[src/rtl/blake2_host_driver.sv]
// Host-side master for the BLAKE2 hasher: sends the config bytes, streams 64-byte
// blocks from the on-board source, then forwards the digest bytes with a watchdog.
module blake2_host_driver #(
  parameter int unsigned TIMEOUT_W = 16
) (
  input  logic        clk,
  input  logic        rst_n,
  input  logic        start_i,
  input  logic [7:0]  cfg_kk_i,
  input  logic [7:0]  cfg_nn_i,
  input  logic [63:0] cfg_ll_i,
  input  logic        src_valid_i,
  input  logic [7:0]  src_data_i,
  input  logic        src_last_i,
  output logic        src_ready_o,
  output logic [7:0]  data_o,
  output logic [2:0]  data_ctrl_o,
  input  logic        ready_i,
  input  logic        hash_valid_i,
  input  logic [7:0]  hash_i,
  output logic        res_valid_o,
  output logic [7:0]  res_data_o,
  output logic        res_last_o,
  output logic        busy_o,
  output logic        timeout_o
);

  typedef enum logic [2:0] {IDLE, CFG, FILL, SEND, WAIT} state_t;

  localparam logic [2:0] CTRL_CFG  = 3'b001;
  localparam logic [2:0] CTRL_BLK  = 3'b011;
  localparam logic [2:0] CTRL_LAST = 3'b101;

  state_t               state, state_n;
  logic [7:0]           kk, kk_n, nn, nn_n;
  logic [63:0]          ll, ll_n;
  logic [6:0]           idx, idx_n, nidx, len, len_n, cnt, cnt_n;
  logic                 last_blk, last_n;
  logic [TIMEOUT_W-1:0] wd, wd_n;
  logic [7:0]           data_n, res_data_n;
  logic [2:0]           ctrl_n;
  logic                 src_ready_n, res_valid_n, res_last_n, busy_n, timeout_n;
  logic                 xfer, buf_we;
  logic [79:0]          cfg_vec;
  logic [7:0]           blk [64];

  assign cfg_vec = {ll, nn, kk};
  assign xfer    = data_ctrl_o[0] & ready_i;
  assign nidx    = idx + 7'd1;
  assign buf_we  = (state == FILL) & src_valid_i & src_ready_o;

  always_ff @(posedge clk) begin
    if (buf_we) blk[idx[5:0]] <= src_data_i;
  end

  // Bytes at or beyond len are sent as zero rather than clearing the buffer on exit.
  always_comb begin
    state_n     = state;
    kk_n        = kk;
    nn_n        = nn;
    ll_n        = ll;
    idx_n       = idx;
    len_n       = len;
    last_n      = last_blk;
    wd_n        = wd;
    cnt_n       = cnt;
    data_n      = data_o;
    ctrl_n      = data_ctrl_o;
    src_ready_n = src_ready_o;
    res_valid_n = 1'b0;
    res_data_n  = res_data_o;
    res_last_n  = 1'b0;
    busy_n      = busy_o;
    timeout_n   = timeout_o;
    case (state)
      IDLE: if (start_i) begin
        kk_n    = cfg_kk_i;
        nn_n    = cfg_nn_i;
        ll_n    = cfg_ll_i;
        idx_n   = '0;
        busy_n  = 1'b1;
        data_n  = cfg_kk_i;
        ctrl_n  = CTRL_CFG;
        state_n = CFG;
      end
      CFG: if (xfer) begin
        if (idx == 7'd9) begin
          idx_n = '0;
          if (kk == '0 && ll == '0) begin
            len_n   = '0;
            last_n  = 1'b1;
            data_n  = '0;
            ctrl_n  = CTRL_LAST;
            state_n = SEND;
          end else begin
            data_n      = '0;
            ctrl_n      = '0;
            src_ready_n = 1'b1;
            state_n     = FILL;
          end
        end else begin
          idx_n  = nidx;
          data_n = cfg_vec[{nidx, 3'b000} +: 8];
        end
      end
      FILL: if (src_valid_i && src_ready_o) begin
        if (idx == 7'd63 || src_last_i) begin
          len_n       = nidx;
          last_n      = src_last_i;
          idx_n       = '0;
          src_ready_n = 1'b0;
          data_n      = (idx == '0) ? src_data_i : blk[0];
          ctrl_n      = src_last_i ? CTRL_LAST : CTRL_BLK;
          state_n     = SEND;
        end else begin
          idx_n = nidx;
        end
      end
      SEND: if (xfer) begin
        if (idx == 7'd63) begin
          idx_n  = '0;
          data_n = '0;
          ctrl_n = '0;
          if (last_blk) begin
            wd_n    = '0;
            cnt_n   = '0;
            state_n = WAIT;
          end else begin
            src_ready_n = 1'b1;
            state_n     = FILL;
          end
        end else begin
          idx_n  = nidx;
          data_n = (nidx < len) ? blk[nidx[5:0]] : '0;
        end
      end
      WAIT: begin
        if (hash_valid_i) begin
          wd_n        = '0;
          res_valid_n = 1'b1;
          res_data_n  = hash_i;
          cnt_n       = cnt + 7'd1;
          if ({1'b0, cnt} + 8'd1 == nn) begin
            res_last_n = 1'b1;
            busy_n     = 1'b0;
            state_n    = IDLE;
          end
        end else begin
          wd_n = wd + 1'b1;
          if (wd_n == '1) begin
            timeout_n = 1'b1;
            busy_n    = 1'b0;
            state_n   = IDLE;
          end
        end
      end
      default: state_n = IDLE;
    endcase
  end

  always_ff @(posedge clk or negedge rst_n) begin
    if (!rst_n) begin
      state       <= IDLE;
      kk          <= '0;
      nn          <= '0;
      ll          <= '0;
      idx         <= '0;
      len         <= '0;
      last_blk    <= 1'b0;
      wd          <= '0;
      cnt         <= '0;
      data_o      <= '0;
      data_ctrl_o <= '0;
      src_ready_o <= 1'b0;
      res_valid_o <= 1'b0;
      res_data_o  <= '0;
      res_last_o  <= 1'b0;
      busy_o      <= 1'b0;
      timeout_o   <= 1'b0;
    end else begin
      state       <= state_n;
      kk          <= kk_n;
      nn          <= nn_n;
      ll          <= ll_n;
      idx         <= idx_n;
      len         <= len_n;
      last_blk    <= last_n;
      wd          <= wd_n;
      cnt         <= cnt_n;
      data_o      <= data_n;
      data_ctrl_o <= ctrl_n;
      src_ready_o <= src_ready_n;
      res_valid_o <= res_valid_n;
      res_data_o  <= res_data_n;
      res_last_o  <= res_last_n;
      busy_o      <= busy_n;
      timeout_o   <= timeout_n;
    end
  end

endmodule

[config.mk]
export PLATFORM = sky130hd
export DESIGN_NAME = blake2_host_driver
export DESIGN_NICKNAME = d
export VERILOG_FILES = /design/src/rtl/blake2_host_driver.sv
export SDC_FILE = /design/constraint.sdc
export NUM_CORES = 1
export LEC_CHECK = 0
export CORE_MARGIN = 4
export CORE_UTILIZATION = 60
export CTS_CLUSTER_SIZE = 10
export DETAILED_ROUTE_END_ITERATION = 16
export GPL_TIMING_DRIVEN = 0
export PLACE_DENSITY = 0.83
export SLEW_MARGIN = 20
export SYNTH_ARGS = -nofsm -noshare
export SYNTH_HDL_FRONTEND = slang
export SYNTH_SLANG_ARGS = --single-unit
[constraint.sdc]
create_clock -name clk -period 9.8 [get_ports clk]
set_input_delay 1.96 -clock clk [delete_from_list [all_inputs] [get_ports clk]]
set_output_delay 1.96 -clock clk [all_outputs]
set_load 0.01 [all_outputs]
Word-level counts from Yosys, hierarchy flattened

Memory sizes are Yosys's and may differ from the RTL's.
Cells that the tools add are included.

Add/subtract/negate cells: 4
Order comparisons: 1
Eq/ne operators: 22
Shift-type cells: 1
Muxes and demuxes: 83
Bitwise logic cells: 4
Reductions and logical operators: 24

Operator list:

| kind                    | number |
|---|---|
| $mux W7                 | 16 |
| $shiftx A80 B11 Y8      | 1 |
| $mux W8                 | 9 |
| $logic_not A64 Y1       | 1 |
| $mux W16                | 4 |
| $mux W3                 | 19 |
| $pmux W16 S2            | 1 |
| $pmux W8 S4             | 1 |
| $pmux W7 S2             | 2 |
| $pmux W7 S4             | 1 |
| $mux W1                 | 25 |
| $ne A2 B2 Y1 const B    | 10 |
| $reduce_and A9 Y1       | 2 |
| $add A16 B1 Y16 const B | 1 |
| $eq A16 B16 Y1 const B  | 1 |
| $pmux W3 S5             | 1 |
| $add A7 B1 Y7 const B   | 2 |
| $pmux W3 S4             | 1 |
| $reduce_and A6 Y1       | 2 |
| $reduce_and A5 Y1       | 2 |
| $add A7 B1 Y8 const B   | 1 |
| $eq A8 B8 Y1            | 1 |
| $logic_not A8 Y1        | 1 |
| $reduce_and A4 Y1       | 2 |
| 22 further kinds        | 32 |

Register bits: 145
Memory bits (writable): 512
Input bits: 103
Memories kept: 1

Memories:

| name | words | bits a word | read ports | clocked after Yosys merged registers in | write ports | RTL line | source |
|---|---|---|---|---|---|---|---|
| blk  | 64    | 8           | 2          | 0                                       | 1           | 45       | `logic [7:0] blk [64];` |

Longest topological paths before layout

Word-level depth: 6
Mapped depth: 15

Least setup slack after synthesis

No wires, ideal clock.

Kind: input port to flip-flop
From: input ready_i
To: register data_o[0]
Library setup time: 72 ps
Arrival time: 3,395 ps
Data required time: 9,728 ps
Slack: 6,333 ps
Stages on the path: 8
Path buffers: 1
Path through: nand2_1 -> a21oi_1 -> o21ai_1 -> or2_1 -> buf_1 -> nor4_1 -> nand3_1 -> nand4_1

Cells in the longest elaborated chain, start to end: 3
Elaborated cells between the ends (all ways): 4
Those cells by class: eq/ne: 2; bitwise: 1; reduce/logical: 1

RTL lines:

| what                          | RTL line | source |
|---|---|---|
| start, declared               | 18       | `input logic ready_i,` |
| $and A1 B1 Y1 *               | 48       | `assign xfer = data_ctrl_o[0] & ready_i;` |
| $ne A2 B2 Y1 (no line)        | --       |  |
| $reduce_and A6 Y1 (no line) * | --       |  |
| end signal, assigned          | 190      | `data_o <= data_n;` |
| end, declared                 | 16       | `output logic [7:0] data_o,` |

Mark *: on every way between the ends. The rest lies on a longest branch, timed or not.
A chain may end at the register's enable or synchronous reset.

Worst setup path in the final report

From: register idx[0]
To: register data_o[3]

Cells in the longest elaborated chain, start to end: 6
Elaborated cells between the ends (all ways): 19
Those cells by class: add/sub: 1; order compare: 1; eq/ne: 3; shift: 1; mux: 9; reduce/logical: 3; memory: 1

RTL lines:

| what                                                  | RTL line | source |
|---|---|---|
| start, declared                                       | 37       | `logic [6:0] idx, idx_n, nidx, len, len_n, cnt, cnt_n;` |
| start signal, assigned                                | 185      | `idx <= idx_n;` |
| $add A7 B1 Y7                                         | 49       | `assign nidx = idx + 7'd1;` |
| $mem_v2 Z64 W8 / $lt A7 B7 Y1 (equally long branches) | --       |  |
| $mux W8                                               | 134      | `data_n = (nidx < len) ? blk[nidx[5:0]] : '0;` |
| $mux W8                                               | 120      | `if (idx == 7'd63) begin` |
| $mux W8                                               | 119      | `SEND: if (xfer) begin` |
| $pmux W8 S4                                           | 75       | `case (state)` |

Parallel ways exist; a longest one is shown, timed or not. The select of a mux whose other input is x is not followed.

==> out/qor.csv <==
metric;value;unit
status;finished, final reports clean;
H-tree depth;3;
Avg Inst Size Synth;16.6;um^2
die width;223;um
share of layout cells above drive strength 1;0.199;
Final HPWL DP;47.9;mm
worst vdd rail ir drop;0.178;mV
leakage;10.8;nW
cells along the critical path;buf_6 -> buf_6 -> buf_6 -> buf_4 -> inv_2 -> ha_1 -> buf_2 -> buf_2 -> buf_2 -> buf_1 -> mux4_2 -> a222oi_1 -> nand2_1 -> nand3_1 -> nand4_1;
Post-synth EDFFs;512;
Initial Util;0.608;
final setup TNS;0;ps
Synth Cell Area;27700;um^2
clk buf depth;3;
Core Region;45500;um^2
remaining global-route overflow;0;
area of the die;49600;um^2
post-synthesis register bit count;657;
library cells used by synthesis;72;
Reg clk slew, reported paths;60;ps
commonest cells in the netlist;512 x edfxtp_1, 158 x nand2_1, 145 x dfrtp_1;
M3 GR Usage;0.0728;
CP top delay family;buffers and inverters;
synthesized net count;1785;
clock sink total;657;
Vias/cell;6.87;
Max Clock Skew;22.2;ps
diodes inserted;0;
Area Overhead vs Synth;15.5;%
crit path kind;reg -> reg;
sequential-to-total area share from yosys stat;0.687;
top cell type's share of synthesized area;0.556;
Slew Limit Headroom;0.315;
Arr. time, crit path;5600;ps
GRT Overall Usage;0.294;
DR vias;17300;
post-CTS setup repair buffer count;0;
Hold Path Depth;1;
num rows;78;
vias in the first global route;17700;
Async SR Flop Fraction;0.221;
Yosys warnings;0;
Top Usage Layer GRT;met2;
Max stage delay cell, worst path;buf_1;
gpl congestion;0.993;
max_cap viols;0;
Mapped Cells;1671;
largest net degree at the start of global routing;101;
DR iter-0 viols;2852;
CP Capture Type;register;
CTS tree;yes;
kind of start point of the critical path;register;
Bufs and invs on worst path;9;
Largest stage delay, worst path;550;ps
final setup vio count;0;
Final nets;1999;
total CTS buffers;76;
slew of the pin with the lowest slew margin;1030;ps
ys flop type;edfxtp_1;
fin crit period;5110;ps
met2 Use GR;0.465;
Hold Slack;469;ps
Port Buf Inserts;126;
first-pass GRT wire length;110;mm
antenna viol nets, final;0;
CP required;10290;ps
final hold vios;0;
Area contributors post-synth;edfxtp_1 56%, dfrtp_1 13%, mux4_2 12%;
area leader, netlist;edfxtp_1;
RSZ-0062 raised after global routing;no;
Hold Buf Count CTS;0;
min-delay worst type;reg -> reg;
root buf cell;clkbuf_16;
most common cell in the netlist;edfxtp_1;
DRC Markers;0;
detail-routed net length per standard cell;28.9;um
DRT Wirelength;72.7;mm
Vert. Die Dim;223;um
max-slew violations;0;
Crit path depth;15;
Power Dens Cells;245;nW/um^2
antenna violations before repair;0;
fmax;0.196;GHz
Ports;127;
Worst-Skew Late Latency;630;ps
Post-CTS Resized;0;
Final Cycle Share;0.522;
largest fanout on the critical path;10;
Initial DRT Pass Iterations;8;
global-route met1 utilization;0.395;
worst reg2reg path depth;15;
-- metal layers --
layer	vias up	share of wire
met5	-	0
met3	260	0.12
li1	7011	-
met4	0	0.047
met1	8609	0.36
met2	1410	0.47
-- report_power, final --
| group | internal (mW) | switching (mW) | total (mW) | leakage, nW |
|---|---|---|---|---|
| clock network | 1.45 | 1.08 | 2.52 | 1.03 |
| logic | 0.852 | 0.969 | 1.82 | 3.38 |
| registers | 3.26 | 0.243 | 3.50 | 6.40 |
-- logic make-up (layout without fill, tap and decap cells) --
kind of cell | Yosys count | in the layout | share of synthesized area
DFF | 657 | 657 | 0.687
and+or+nand+nor | 430 | 430 | 0.0738
muxes | 259 | 259 | 0.163
AOI/OAI and AO/OA | 169 | 169 | 0.0416
buffers and inverters | 125 | 369 | 0.0231
xor gates and xnor gates | 20 | 20 | 0.00728
adders and majority gates | 11 | 11 | 0.00497
-- sequential cells by signal, indices dropped and copies added (netlist names) --
signal	count
data_ctrl_o	3
kk	8
idx	7
len	7
data_o	8
nn	8
ll	64
src_ready_o	1
timeout_o	1
cnt	7
last_blk	1
busy_o	1
wd	16
res_data_o	8
res_valid_o	1
blk	512
res_last_o	1
state	3
-- area by class of cell --
type                       count  area [um^2]
buffer                       102          552
clock buffer                  99         1990
clock inverter                 9          136
fill                        2750        13500
inverter                      23         86.3
multi-input combinational    889         8040
sequential                   657        19000
tap                          600          751
timing repair buffer         136         1420
-- placed cells by master, fill, tap and decap left out, types with 8 or more instances in the layout --
cell and n:
edfxtp_1 512, nand2_1 158, dfrtp_1 145, mux4_2 142, clkdlybuf4s50_1 117, nor2_1 102
clkbuf_16 76, mux2_2 59, clkbuf_1 51, buf_2 51, mux2_1 44, nand4_1 40
nand3_1 31, o21ai_0 31, o21ai_1 26, nor4_1 21, inv_1 19, a21oi_1 17
and3_1 15, buf_4 14, mux2i_1 14, a31oi_1 14, a222oi_1 12, ha_1 11
buf_1 10, nor3_1 10, a22o_1 10, a22oi_1 10, xnor2_1 9, xor2_1 9
buf_12 8
-- worst reg2reg max path, delay by kind of cell (launching register included) --
| kind | cells | cell delay (ps) |
|---|---|---|
| buffers and inverters | 9 | 2760 |
| AO/OA/AOI/OAI | 1 | 550 |
| multiplexers | 1 | 440 |
| flip-flops | 1 | 430 |
| AND/OR/NAND/NOR | 3 | 420 |
| adder cells (fa/ha/maj) | 1 | 400 |
-- metrics by stage --
step	util	std cells	cell area (um^2)	setup slack (ps)	power [mW]
global placement	0.653	2397	29700	1060	5.25
detailed placement	0.656	2407	29800	4850	5.31
finish	0.703	2515	32000	4690	7.85
global route	0.703	2515	32000	4520	8.12
CTS	0.703	2515	32000	4790	7.83
floorplan	-	1671	27700	6330	4.65
-- final timing paths --
check / from / slack [ps] / end
max reg2reg: idx[0] / 4690 / data_o[3]
max in group asynchronous: rst_n / 7750 / ll[26]
max: idx[0] / 4690 / data_o[3]
min reg2reg: timeout_o / 470 / timeout_o
min in group asynchronous: rst_n / 1250 / busy_o
min: timeout_o / 470 / timeout_o
Note: power is estimated with default switching activity, not from simulation.
